==> src/rtl/e203_soc_pad_ctrl.sv <==
// -----------------------------------------------------------------------------
// e203_soc_pad_ctrl
// Pad-ring and always-on control slice of the E203 SoC top.
//
// Purpose:
//   - Conditions the external reset pin into rst_sync_n (async assert,
//     synchronous deassert after SYNC_STAGES hfextclk edges).
//   - Captures boot/debug-mode straps once, on the first clock edge after
//     reset release, and derives the boot PC from them.
//   - Drives GPIO A/B pads from OUT/OE registers and synchronizes pad inputs.
//   - Ties the JTAG and QSPI pads to their idle levels.
//   - Runs a 64-bit RTC (mtime/mtimecmp) ticked by rising edges of the
//     low-frequency clock, which is sampled as ordinary asynchronous data.
//
// Ports:
//   hfextclk                     sole clock
//   io_pads_aon_erst_n_i_ival    reset pin, asynchronous, active-low
//   lfextclk                     low-frequency RTC clock (sampled as data)
//   io_pads_*_i_ival / *_o_*     pad inputs / pad drive values and enables
//   hfxoscen, lfxoscen           oscillator enables (always 1)
//   cfg_wr_en/cfg_addr/cfg_wdata single-cycle register write port
//   cfg_rdata                    combinational read data (pre-write value)
//   rst_sync_n                   conditioned reset to the subsystem
//   reset_vector                 boot PC
//   tmr_irq                      timer interrupt, mtime >= mtimecmp
// -----------------------------------------------------------------------------
module e203_soc_pad_ctrl #(
    parameter int          SYNC_STAGES  = 2,
    parameter logic [31:0] ITCM_BASE    = 32'h8000_0000,
    parameter logic [31:0] BOOTROM_BASE = 32'h0000_1000
) (
    input  logic        hfextclk,
    input  logic        io_pads_aon_erst_n_i_ival,
    input  logic        lfextclk,
    input  logic        io_pads_aon_pmu_dwakeup_n_i_ival,
    input  logic        io_pads_bootrom_n_i_ival,
    input  logic        io_pads_dbgmode0_n_i_ival,
    input  logic        io_pads_dbgmode1_n_i_ival,
    input  logic        io_pads_dbgmode2_n_i_ival,
    input  logic [31:0] io_pads_gpioA_i_ival,
    input  logic [31:0] io_pads_gpioB_i_ival,
    output logic [31:0] io_pads_gpioA_o_oval,
    output logic [31:0] io_pads_gpioA_o_oe,
    output logic [31:0] io_pads_gpioB_o_oval,
    output logic [31:0] io_pads_gpioB_o_oe,
    input  logic        io_pads_jtag_TCK_i_ival,
    input  logic        io_pads_jtag_TMS_i_ival,
    input  logic        io_pads_jtag_TDI_i_ival,
    output logic        io_pads_jtag_TDO_o_oval,
    output logic        io_pads_jtag_TDO_o_oe,
    output logic        io_pads_qspi0_sck_o_oval,
    output logic        io_pads_qspi0_cs_0_o_oval,
    input  logic        io_pads_qspi0_dq_0_i_ival,
    output logic        io_pads_qspi0_dq_0_o_oval,
    output logic        io_pads_qspi0_dq_0_o_oe,
    input  logic        io_pads_qspi0_dq_1_i_ival,
    output logic        io_pads_qspi0_dq_1_o_oval,
    output logic        io_pads_qspi0_dq_1_o_oe,
    input  logic        io_pads_qspi0_dq_2_i_ival,
    output logic        io_pads_qspi0_dq_2_o_oval,
    output logic        io_pads_qspi0_dq_2_o_oe,
    input  logic        io_pads_qspi0_dq_3_i_ival,
    output logic        io_pads_qspi0_dq_3_o_oval,
    output logic        io_pads_qspi0_dq_3_o_oe,
    output logic        hfxoscen,
    output logic        lfxoscen,
    output logic        io_pads_aon_pmu_vddpaden_o_oval,
    output logic        io_pads_aon_pmu_padrst_o_oval,
    input  logic        cfg_wr_en,
    input  logic [3:0]  cfg_addr,
    input  logic [31:0] cfg_wdata,
    output logic [31:0] cfg_rdata,
    output logic        rst_sync_n,
    output logic [31:0] reset_vector,
    output logic        tmr_irq
);

    localparam logic [3:0] ADDR_GPIOA_OUT   = 4'h0;
    localparam logic [3:0] ADDR_GPIOA_OE    = 4'h1;
    localparam logic [3:0] ADDR_GPIOB_OUT   = 4'h2;
    localparam logic [3:0] ADDR_GPIOB_OE    = 4'h3;
    localparam logic [3:0] ADDR_GPIOA_IN    = 4'h4;
    localparam logic [3:0] ADDR_GPIOB_IN    = 4'h5;
    localparam logic [3:0] ADDR_MTIME_LO    = 4'h6;
    localparam logic [3:0] ADDR_MTIME_HI    = 4'h7;
    localparam logic [3:0] ADDR_MTIMECMP_LO = 4'h8;
    localparam logic [3:0] ADDR_MTIMECMP_HI = 4'h9;
    localparam logic [3:0] ADDR_STATUS      = 4'hA;

    logic [SYNC_STAGES-1:0]        rst_sync_r;
    logic                          strap_done_r;
    logic                          bootrom_sel_r;
    logic [2:0]                    dbg_mode_r;
    logic [SYNC_STAGES-1:0]        lf_sync_r;
    logic                          lf_prev_r;
    logic [SYNC_STAGES-1:0]        wake_sync_r;
    logic [SYNC_STAGES-1:0][31:0]  gpioa_sync_r;
    logic [SYNC_STAGES-1:0][31:0]  gpiob_sync_r;
    logic [31:0]                   gpioa_out_r;
    logic [31:0]                   gpioa_oe_r;
    logic [31:0]                   gpiob_out_r;
    logic [31:0]                   gpiob_oe_r;
    logic [63:0]                   mtime_r;
    logic [63:0]                   mtimecmp_r;
    logic                          tick_s;
    logic                          wr_s;
    logic [31:0]                   gpioa_in_s;
    logic [31:0]                   gpiob_in_s;
    logic                          wake_s;
    logic [31:0]                   status_s;
    logic [31:0]                   rdata_s;
    logic                          unused_pads_s;

    // Reset synchronizer: asserts with the pin, releases after SYNC_STAGES edges.
    always_ff @(posedge hfextclk or negedge io_pads_aon_erst_n_i_ival) begin
        if (!io_pads_aon_erst_n_i_ival) begin
            rst_sync_r <= '0;
        end else begin
            rst_sync_r <= {rst_sync_r[SYNC_STAGES-2:0], 1'b1};
        end
    end

    assign rst_sync_n = rst_sync_r[SYNC_STAGES-1];

    // Writes from the subsystem only count once the slice is out of reset.
    assign wr_s = cfg_wr_en & rst_sync_n;

    // Strap capture: one-shot on the first edge after reset release, frozen afterwards.
    always_ff @(posedge hfextclk or negedge rst_sync_n) begin
        if (!rst_sync_n) begin
            strap_done_r  <= 1'b0;
            bootrom_sel_r <= 1'b0;
            dbg_mode_r    <= 3'b000;
        end else if (!strap_done_r) begin
            strap_done_r  <= 1'b1;
            bootrom_sel_r <= ~io_pads_bootrom_n_i_ival;
            dbg_mode_r    <= ~{io_pads_dbgmode2_n_i_ival,
                               io_pads_dbgmode1_n_i_ival,
                               io_pads_dbgmode0_n_i_ival};
        end else begin
            strap_done_r  <= strap_done_r;
            bootrom_sel_r <= bootrom_sel_r;
            dbg_mode_r    <= dbg_mode_r;
        end
    end

    // Input synchronizers for lfextclk, dwakeup and both GPIO ports.
    always_ff @(posedge hfextclk or negedge rst_sync_n) begin
        if (!rst_sync_n) begin
            lf_sync_r    <= '0;
            lf_prev_r    <= 1'b0;
            wake_sync_r  <= '0;
            gpioa_sync_r <= '0;
            gpiob_sync_r <= '0;
        end else begin
            lf_sync_r    <= {lf_sync_r[SYNC_STAGES-2:0], lfextclk};
            lf_prev_r    <= lf_sync_r[SYNC_STAGES-1];
            wake_sync_r  <= {wake_sync_r[SYNC_STAGES-2:0], ~io_pads_aon_pmu_dwakeup_n_i_ival};
            gpioa_sync_r <= {gpioa_sync_r[SYNC_STAGES-2:0], io_pads_gpioA_i_ival};
            gpiob_sync_r <= {gpiob_sync_r[SYNC_STAGES-2:0], io_pads_gpioB_i_ival};
        end
    end

    // One-cycle pulse on each synchronized rising edge of lfextclk.
    assign tick_s     = lf_sync_r[SYNC_STAGES-1] & ~lf_prev_r;
    assign wake_s     = wake_sync_r[SYNC_STAGES-1];
    assign gpioa_in_s = gpioa_sync_r[SYNC_STAGES-1];
    assign gpiob_in_s = gpiob_sync_r[SYNC_STAGES-1];

    // GPIO output value and output-enable registers.
    always_ff @(posedge hfextclk or negedge rst_sync_n) begin
        if (!rst_sync_n) begin
            gpioa_out_r <= 32'h0000_0000;
            gpioa_oe_r  <= 32'h0000_0000;
            gpiob_out_r <= 32'h0000_0000;
            gpiob_oe_r  <= 32'h0000_0000;
        end else if (wr_s) begin
            case (cfg_addr)
                ADDR_GPIOA_OUT: gpioa_out_r <= cfg_wdata;
                ADDR_GPIOA_OE:  gpioa_oe_r  <= cfg_wdata;
                ADDR_GPIOB_OUT: gpiob_out_r <= cfg_wdata;
                ADDR_GPIOB_OE:  gpiob_oe_r  <= cfg_wdata;
                default: begin
                    gpioa_out_r <= gpioa_out_r;
                    gpioa_oe_r  <= gpioa_oe_r;
                    gpiob_out_r <= gpiob_out_r;
                    gpiob_oe_r  <= gpiob_oe_r;
                end
            endcase
        end else begin
            gpioa_out_r <= gpioa_out_r;
            gpioa_oe_r  <= gpioa_oe_r;
            gpiob_out_r <= gpiob_out_r;
            gpiob_oe_r  <= gpiob_oe_r;
        end
    end

    // mtime counter: a software write to either half beats a coincident tick.
    always_ff @(posedge hfextclk or negedge rst_sync_n) begin
        if (!rst_sync_n) begin
            mtime_r <= 64'h0;
        end else if (wr_s && (cfg_addr == ADDR_MTIME_LO)) begin
            mtime_r[31:0] <= cfg_wdata;
        end else if (wr_s && (cfg_addr == ADDR_MTIME_HI)) begin
            mtime_r[63:32] <= cfg_wdata;
        end else if (tick_s) begin
            mtime_r <= mtime_r + 64'd1;
        end else begin
            mtime_r <= mtime_r;
        end
    end

    // mtimecmp register, resets to all ones so the timer irq stays quiet.
    always_ff @(posedge hfextclk or negedge rst_sync_n) begin
        if (!rst_sync_n) begin
            mtimecmp_r <= {64{1'b1}};
        end else if (wr_s && (cfg_addr == ADDR_MTIMECMP_LO)) begin
            mtimecmp_r[31:0] <= cfg_wdata;
        end else if (wr_s && (cfg_addr == ADDR_MTIMECMP_HI)) begin
            mtimecmp_r[63:32] <= cfg_wdata;
        end else begin
            mtimecmp_r <= mtimecmp_r;
        end
    end

    assign status_s = {26'h0, strap_done_r, wake_s, dbg_mode_r, bootrom_sel_r};

    // Read mux: returns the register contents before any same-cycle write.
    always_comb begin
        rdata_s = 32'h0000_0000;
        case (cfg_addr)
            ADDR_GPIOA_OUT:   rdata_s = gpioa_out_r;
            ADDR_GPIOA_OE:    rdata_s = gpioa_oe_r;
            ADDR_GPIOB_OUT:   rdata_s = gpiob_out_r;
            ADDR_GPIOB_OE:    rdata_s = gpiob_oe_r;
            ADDR_GPIOA_IN:    rdata_s = gpioa_in_s;
            ADDR_GPIOB_IN:    rdata_s = gpiob_in_s;
            ADDR_MTIME_LO:    rdata_s = mtime_r[31:0];
            ADDR_MTIME_HI:    rdata_s = mtime_r[63:32];
            ADDR_MTIMECMP_LO: rdata_s = mtimecmp_r[31:0];
            ADDR_MTIMECMP_HI: rdata_s = mtimecmp_r[63:32];
            ADDR_STATUS:      rdata_s = status_s;
            default:          rdata_s = 32'h0000_0000;
        endcase
    end

    assign cfg_rdata    = rdata_s;
    assign tmr_irq      = (mtime_r >= mtimecmp_r);
    assign reset_vector = bootrom_sel_r ? BOOTROM_BASE : ITCM_BASE;

    assign io_pads_gpioA_o_oval = gpioa_out_r;
    assign io_pads_gpioA_o_oe   = gpioa_oe_r;
    assign io_pads_gpioB_o_oval = gpiob_out_r;
    assign io_pads_gpioB_o_oe   = gpiob_oe_r;

    assign io_pads_aon_pmu_padrst_o_oval   = ~rst_sync_n;
    assign io_pads_aon_pmu_vddpaden_o_oval = 1'b1;
    assign hfxoscen                        = 1'b1;
    assign lfxoscen                        = 1'b1;

    // JTAG and QSPI are not used by this SoC slice; hold them idle.
    assign io_pads_jtag_TDO_o_oval   = 1'b0;
    assign io_pads_jtag_TDO_o_oe     = 1'b0;
    assign io_pads_qspi0_sck_o_oval  = 1'b0;
    assign io_pads_qspi0_cs_0_o_oval = 1'b1;
    assign io_pads_qspi0_dq_0_o_oval = 1'b0;
    assign io_pads_qspi0_dq_0_o_oe   = 1'b0;
    assign io_pads_qspi0_dq_1_o_oval = 1'b0;
    assign io_pads_qspi0_dq_1_o_oe   = 1'b0;
    assign io_pads_qspi0_dq_2_o_oval = 1'b0;
    assign io_pads_qspi0_dq_2_o_oe   = 1'b0;
    assign io_pads_qspi0_dq_3_o_oval = 1'b0;
    assign io_pads_qspi0_dq_3_o_oe   = 1'b0;

    assign unused_pads_s = ^{io_pads_jtag_TCK_i_ival, io_pads_jtag_TMS_i_ival,
                             io_pads_jtag_TDI_i_ival, io_pads_qspi0_dq_0_i_ival,
                             io_pads_qspi0_dq_1_i_ival, io_pads_qspi0_dq_2_i_ival,
                             io_pads_qspi0_dq_3_i_ival};

endmodule

==> config.mk <==
export PLATFORM = sky130hd
export DESIGN_NAME = e203_soc_pad_ctrl
export DESIGN_NICKNAME = d
export VERILOG_FILES = /design/src/rtl/e203_soc_pad_ctrl.sv
export SDC_FILE = /design/constraint.sdc
export NUM_CORES = 1
export LEC_CHECK = 0
export BUFFER_PORTS_ARGS = -buffer_cell sky130_fd_sc_hd__clkbuf_2
export CAP_MARGIN = 15
export CORE_MARGIN = 2
export CORE_UTILIZATION = 45
export DETAILED_ROUTE_END_ITERATION = 10
export PLACE_DENSITY = 0.73
export SLEW_MARGIN = 0
export SYNTH_ARGS = -nofsm -noshare
export SYNTH_HDL_FRONTEND = slang
export SYNTH_SLANG_ARGS = --single-unit
==> constraint.sdc <==
create_clock -name hfextclk -period 13.2 [get_ports hfextclk]
set_input_delay 0.66 -clock hfextclk [delete_from_list [all_inputs] [get_ports hfextclk]]
set_output_delay 0.66 -clock hfextclk [all_outputs]
set_load 0.005 [all_outputs]
# Yosys cells after proc, flatten, opt, wreduce, memory -nomap -nowiden
# Index checks and enable logic that the tools add are counted.
# totals
regBits	396
inputBits	116
out_inout_bits	210
wordCells	61
# classes
n_addsub	1
magnitude_cmp	1
n_eq_ne	11
muxes	6
bitwise	9
n_reduce_logical	14
# ops
operator	count
$pmux 32 s11	1
$mux 32	4
$add 64x1->64 const B	1
$ge 64x64->1	1
$mux 64	1
$eq 4x3->1 const B	4
$reduce_and 2->1	7
$eq 4x4->1 const B	3
$eq 4x2->1 const B	2
$not 1->1	6
$eq 4x1->1 const B	1
$logic_and 1x1->1	4
$logic_not 4->1	1
$reduce_bool 2->1	2
$not 3->3	1
$and 1x1->1	2
$ne 2x2->1 const B	1

# Logic depth before layout (Yosys ltp)
# logic_depth
depth_word	5
depth_mapped	10
ltp_nobuf	8

# Worst setup path before layout
# Ideal clock, no wire load.
# synth_path
kind	register -> register
startpoint	register rst_sync_r[1]
endpoint	register gpiob_oe_r[10] (netlist: io_pads_gpioB_o_oe[10])
setup_ns	0.125
t_arrival_ns	10.666
required_ns	13.075
slack_ns	2.409
path_stages_with_launch	5
n_path_buf	2
period_less_slack_ns	10.791
cell_sequence	dfrtp_1 and3_1 clkbuf_1 buf_1 mux2_2
# synth_between
elab_chain_len	2
# synth_lines
item	line	rtl
from (decl)	90	logic [SYNC_STAGES-1:0] rst_sync_r;
from (signal assigned)	119	rst_sync_r <= {rst_sync_r[SYNC_STAGES-2:0], 1'b1};
$and 1x1->1	126	assign wr_s = cfg_wr_en & rst_sync_n;
$reduce_and 2->1 (no source line)	--	
to (signal assigned)	182	ADDR_GPIOB_OE: gpiob_oe_r <= cfg_wdata;
to (signal assigned)	187	gpiob_oe_r <= gpiob_oe_r;
to (signal assigned)	194	gpiob_oe_r <= gpiob_oe_r;
to (decl)	102	logic [31:0] gpiob_oe_r;
# Every way passes these cells.
# A chain may end at the register's enable or synchronous reset.

# Worst setup path after layout
# layout_path
startpoint	register mtimecmp_r[47]
endpoint	output tmr_irq
# layout_between
elab_chain_len	1
# layout_lines
item	line	rtl
from (decl)	104	logic [63:0] mtimecmp_r;
from (signal assigned)	216	mtimecmp_r <= {64{1'b1}};
from (signal assigned)	220	mtimecmp_r[63:32] <= cfg_wdata;
from (signal assigned)	222	mtimecmp_r <= mtimecmp_r;
$ge 64x64->1	248	assign tmr_irq = (mtime_r >= mtimecmp_r);
to (decl)	75	output logic tmr_irq
# Every way passes these cells.

==> flow_summary_export.csv <==
group,metric,value,unit
grt,grt-ovfl-total,0,
hold_path,hold_path_depth,1,
route,drtIter0Drc,1687,
clock_tree,numCtsBuffers,40,
synth,synth_area_per_cell,10.93,sq um
timing,setup_viol,0,
grt,grt_max_degree,145,
synth,synthFlopType,"dfrtp_1",
synth,ys_types,63,
synth,ys_seq_area_share,54.03,%
hold_path,hp-class,"primary input to register",
setup_path,cp.arrival,3.10,ns
floorplan,die_w,206.7,microns
placement,io_buffers,273,
timing,slew_headroom,27.14,%
placement,dp_hpwl,40370,microns
synth,syn_inst,1691,
floorplan,num_rows,74,
synth,synthArstFlopShare,100.0,%
grt,antenna_found_initial,1,
grt,grt_first_pass_wirelength,88110,microns
synth,ys_ff_latch,396,
floorplan,initial_core_util,45.38,%
power,power_leakage,9.815,nW
setup_path,rr_endpoint,"mtime_r[56]",
finish,nets,2106,
timing,finClkSkew,0.02069,ns
timing,worst_hold_slack,0.2150,ns
synth,syn_area,18490,sq um
finish,drive_gt1_share,29.99,%
finish,seq_area,9993,sq um
clock_tree,insertion_delay,0.55,ns
timing,finalHoldViolations,0,
clock_tree,cts-htree-levels,2,
floorplan,fp.dieArea,42720,sq um
grt,grt_use_total,27.09,%
synth,ys_warn_count,0,
finish,fill_cells,3475,
setup_path,crit_fanout,3,
floorplan,io_pins,326,
timing,fmax,265.8,MHz
clock_tree,clock_sinks,396,
power,p_per_area,156.9,nW/um^2
grt,grt_pass1_vias,14878,
setup_path,regToRegStartpoint,"mtime_r[1]",
timing,finalMaxSlewViolations,0,
route,dr.pass1.iters,6,
route,drt.antenna.violating_nets,0,
clock_tree,cts.repair.resized,0,
setup_path,cp-start-kind,"register",
job,max_cap_viol_count,0,
finish,stdcell_count,2487,
setup_path,reg2regPathDepth,7,
route,via_per_inst,6.146,
clock_tree,clk_pin_slew,0.06,ns
setup_path,path_class,"register to primary output",
placement,dpl.cell_count,2414,
route,wl,58370,microns
clock_tree,cts_root_buf,"clkbuf_16",
timing,final.setup.worst_slack,9.438,ns
timing,setup-tns-final,0,ns
timing,fin_crit,3.762,ns
synth,synth_edf_count,0,
route,drc,0,
outcome,status,"finished clean",
placement,preCtsSetupSlack,9.686,ns
finish,areaGrowthSynthToFinish,16.78,%
power,ir_worst_vdd,0.0001238,V
hold_path,whs_endpoint,"gpioa_sync_r[28]",
clock_tree,cts_tree,"built",
timing,fin_crit_sh,28.50,%
timing,max_slew.worst_pin.slew,1.093,ns
finish,multi_input_area,7679,sq um
route,vias,15284,
setup_path,end_kind,"primary output",
setup_path,rrSetupSlack,10.14,ns
hold_path,hp-start,"io_pads_gpioA_i_ival[28]",
floorplan,core-area,40740,sq um
floorplan,die_y,206.7,microns
timing,rsz0062_at_grt,"no",
route,wl_per_cell,23.47,microns
placement,routabilityCongestion,0.9073,
setup_path,crit_required,12.54,ns
clock_tree,cts_buffer_depth,3,
how the worst max path moves through the flow:
| stage | slack, ns | cells after the start | to | start |
|---|---|---|---|---|
| after global routing | 9.23 | 9 | tmr_irq | mtimecmp_r[13] |
| final | 9.44 | 7 | tmr_irq | mtimecmp_r[47] |
| after CTS | 9.45 | 7 | tmr_irq | mtimecmp_r[47] |
| after detailed placement | 9.69 | 9 | mtime_r[28] | cfg_addr[0] |
| after floorplan | 1.39 | 0 | bootrom_sel_r | rst_sync_r[1] |
| after global placement | 9.78 | 8 | cfg_rdata[4] | cfg_addr[3] |
state kept, by name, indices dropped and copies added (netlist names), 2 cells and up:
signal                cells
gpiob_sync_r             32
io_pads_gpioB_o_oval     32
lf_sync_r                 2
gpioa_sync_r             32
io_pads_gpioB_o_oe       32
wake_sync_r               2
rst_sync_r                2
gpioa_in_s               32
io_pads_gpioA_o_oe       32
io_pads_gpioA_o_oval     32
dbg_mode_r                3
mtimecmp_r               64
gpiob_in_s               32
mtime_r                  64
final cells by class:
class | count | area share (%)
Inverter | 80 | 1.391
Clock buffer | 48 | 5.059
Sequential cell | 396 | 46.28
Clock inverter | 23 | 1.205
Timing Repair Buffer | 302 | 7.406
Antenna cell | 1 | 0.01159
Tap cell | 532 | 3.083
Multi-Input combinational cell | 1105 | 35.56
layer usage:
metal  GRT usage [%]  part of all wire, %  up-vias
met5               0                    0        -
met4           10.01                  3.7        0
met3           5.353                  9.3      150
met2           42.30                   47      888
met1           37.62                   40     7628
li1                -                    -     6618
what timing repair did:
item / in CTS / in global routing
buffers inserted: 0 / 0
hold endpoints to repair: 2 / 0
hold buffers: 1 / 0
critical path, stage by stage, from the launching register on:
cell and delay (ns):
dfstp_2 0.54, inv_1 0.06, ha_1 0.31, nand4_1 0.25
nor4_1 0.71, o21ai_0 0.21, a31oi_1 0.28, clkbuf_2 0.21
power by group:
part           switching [mW]  leakage, nW  internal, mW
Clock                   0.487        0.662         0.690
Sequential              0.190         4.70          1.42
Combinational           0.332         4.46         0.266
metrics by stage:
stage | cell area [sq um] | util, % | power [mW]
3_5_place_dp | 20230 | 49.65 | 2.214
2_1_floorplan | 18660 | - | 1.916
6_report | 21590 | 53.00 | 3.388
4_1_cts | 21590 | 52.99 | 3.395
3_3_place_gp | 20230 | 49.65 | 2.182
5_1_grt | 21590 | 53.00 | 3.543
layout by cell type, fill, tap and decap left out, types with 5 or more instances in the layout:
| master | n |
|---|---|
| a21oi_1 | 95 |
| a221oi_1 | 34 |
| a222oi_1 | 5 |
| a22o_1 | 35 |
| a22oi_1 | 94 |
| a2bb2oi_1 | 12 |
| a31oi_1 | 13 |
| and3_1 | 25 |
| and4_1 | 11 |
| buf_4 | 27 |
| bufinv_16 | 5 |
| clkbuf_16 | 41 |
| clkbuf_2 | 273 |
| clkinv_2 | 10 |
| conb_1 | 47 |
| dfrtp_1 | 331 |
| dfstp_2 | 64 |
| ha_1 | 65 |
| inv_1 | 80 |
| mux2_2 | 128 |
| mux2i_1 | 5 |
| nand2_1 | 136 |
| nand2b_1 | 5 |
| nand3_1 | 39 |
| nand4_1 | 67 |
| nor2_1 | 49 |
| nor3_1 | 13 |
| nor3_2 | 6 |
| nor4_1 | 9 |
| o21ai_0 | 109 |
| o22a_1 | 13 |
| o22ai_1 | 22 |
cell usage after synthesis, types with 46 or more instances:
cell	instances	share of area [%]
mux2_2	128	7.8
nand4_1	67	2.3
a22oi_1	94	3.8
buf_4	46	1.9
nor2_1	51	1.0
inv_1	80	1.6
dfstp_2	64	9.1
o21ai_0	110	3.0
clkbuf_1	88	1.8
nand2_1	136	2.8
a21oi_1	96	2.6
dfrtp_1	332	45
ha_1	65	4.4
cell families (layout without fill, tap and decap cells):
| logic type | after synthesis | in the layout | synth area share (%) |
|---|---|---|---|
| AO/OA/AOI/OAI | 472 | 472 | 16.98 |
| adder cells (fa/ha/maj) | 65 | 65 | 4.399 |
| multiplexers | 134 | 134 | 8.127 |
| XOR/XNOR | 1 | 1 | 0.04738 |
| flip-flops | 396 | 396 | 54.03 |
| other | 2 | 48 | 0.04062 |
| buffers and inverters | 235 | 453 | 5.759 |
| AND/OR/NAND/NOR | 386 | 386 | 10.62 |
Note: power is estimated with default switching activity, not from simulation.
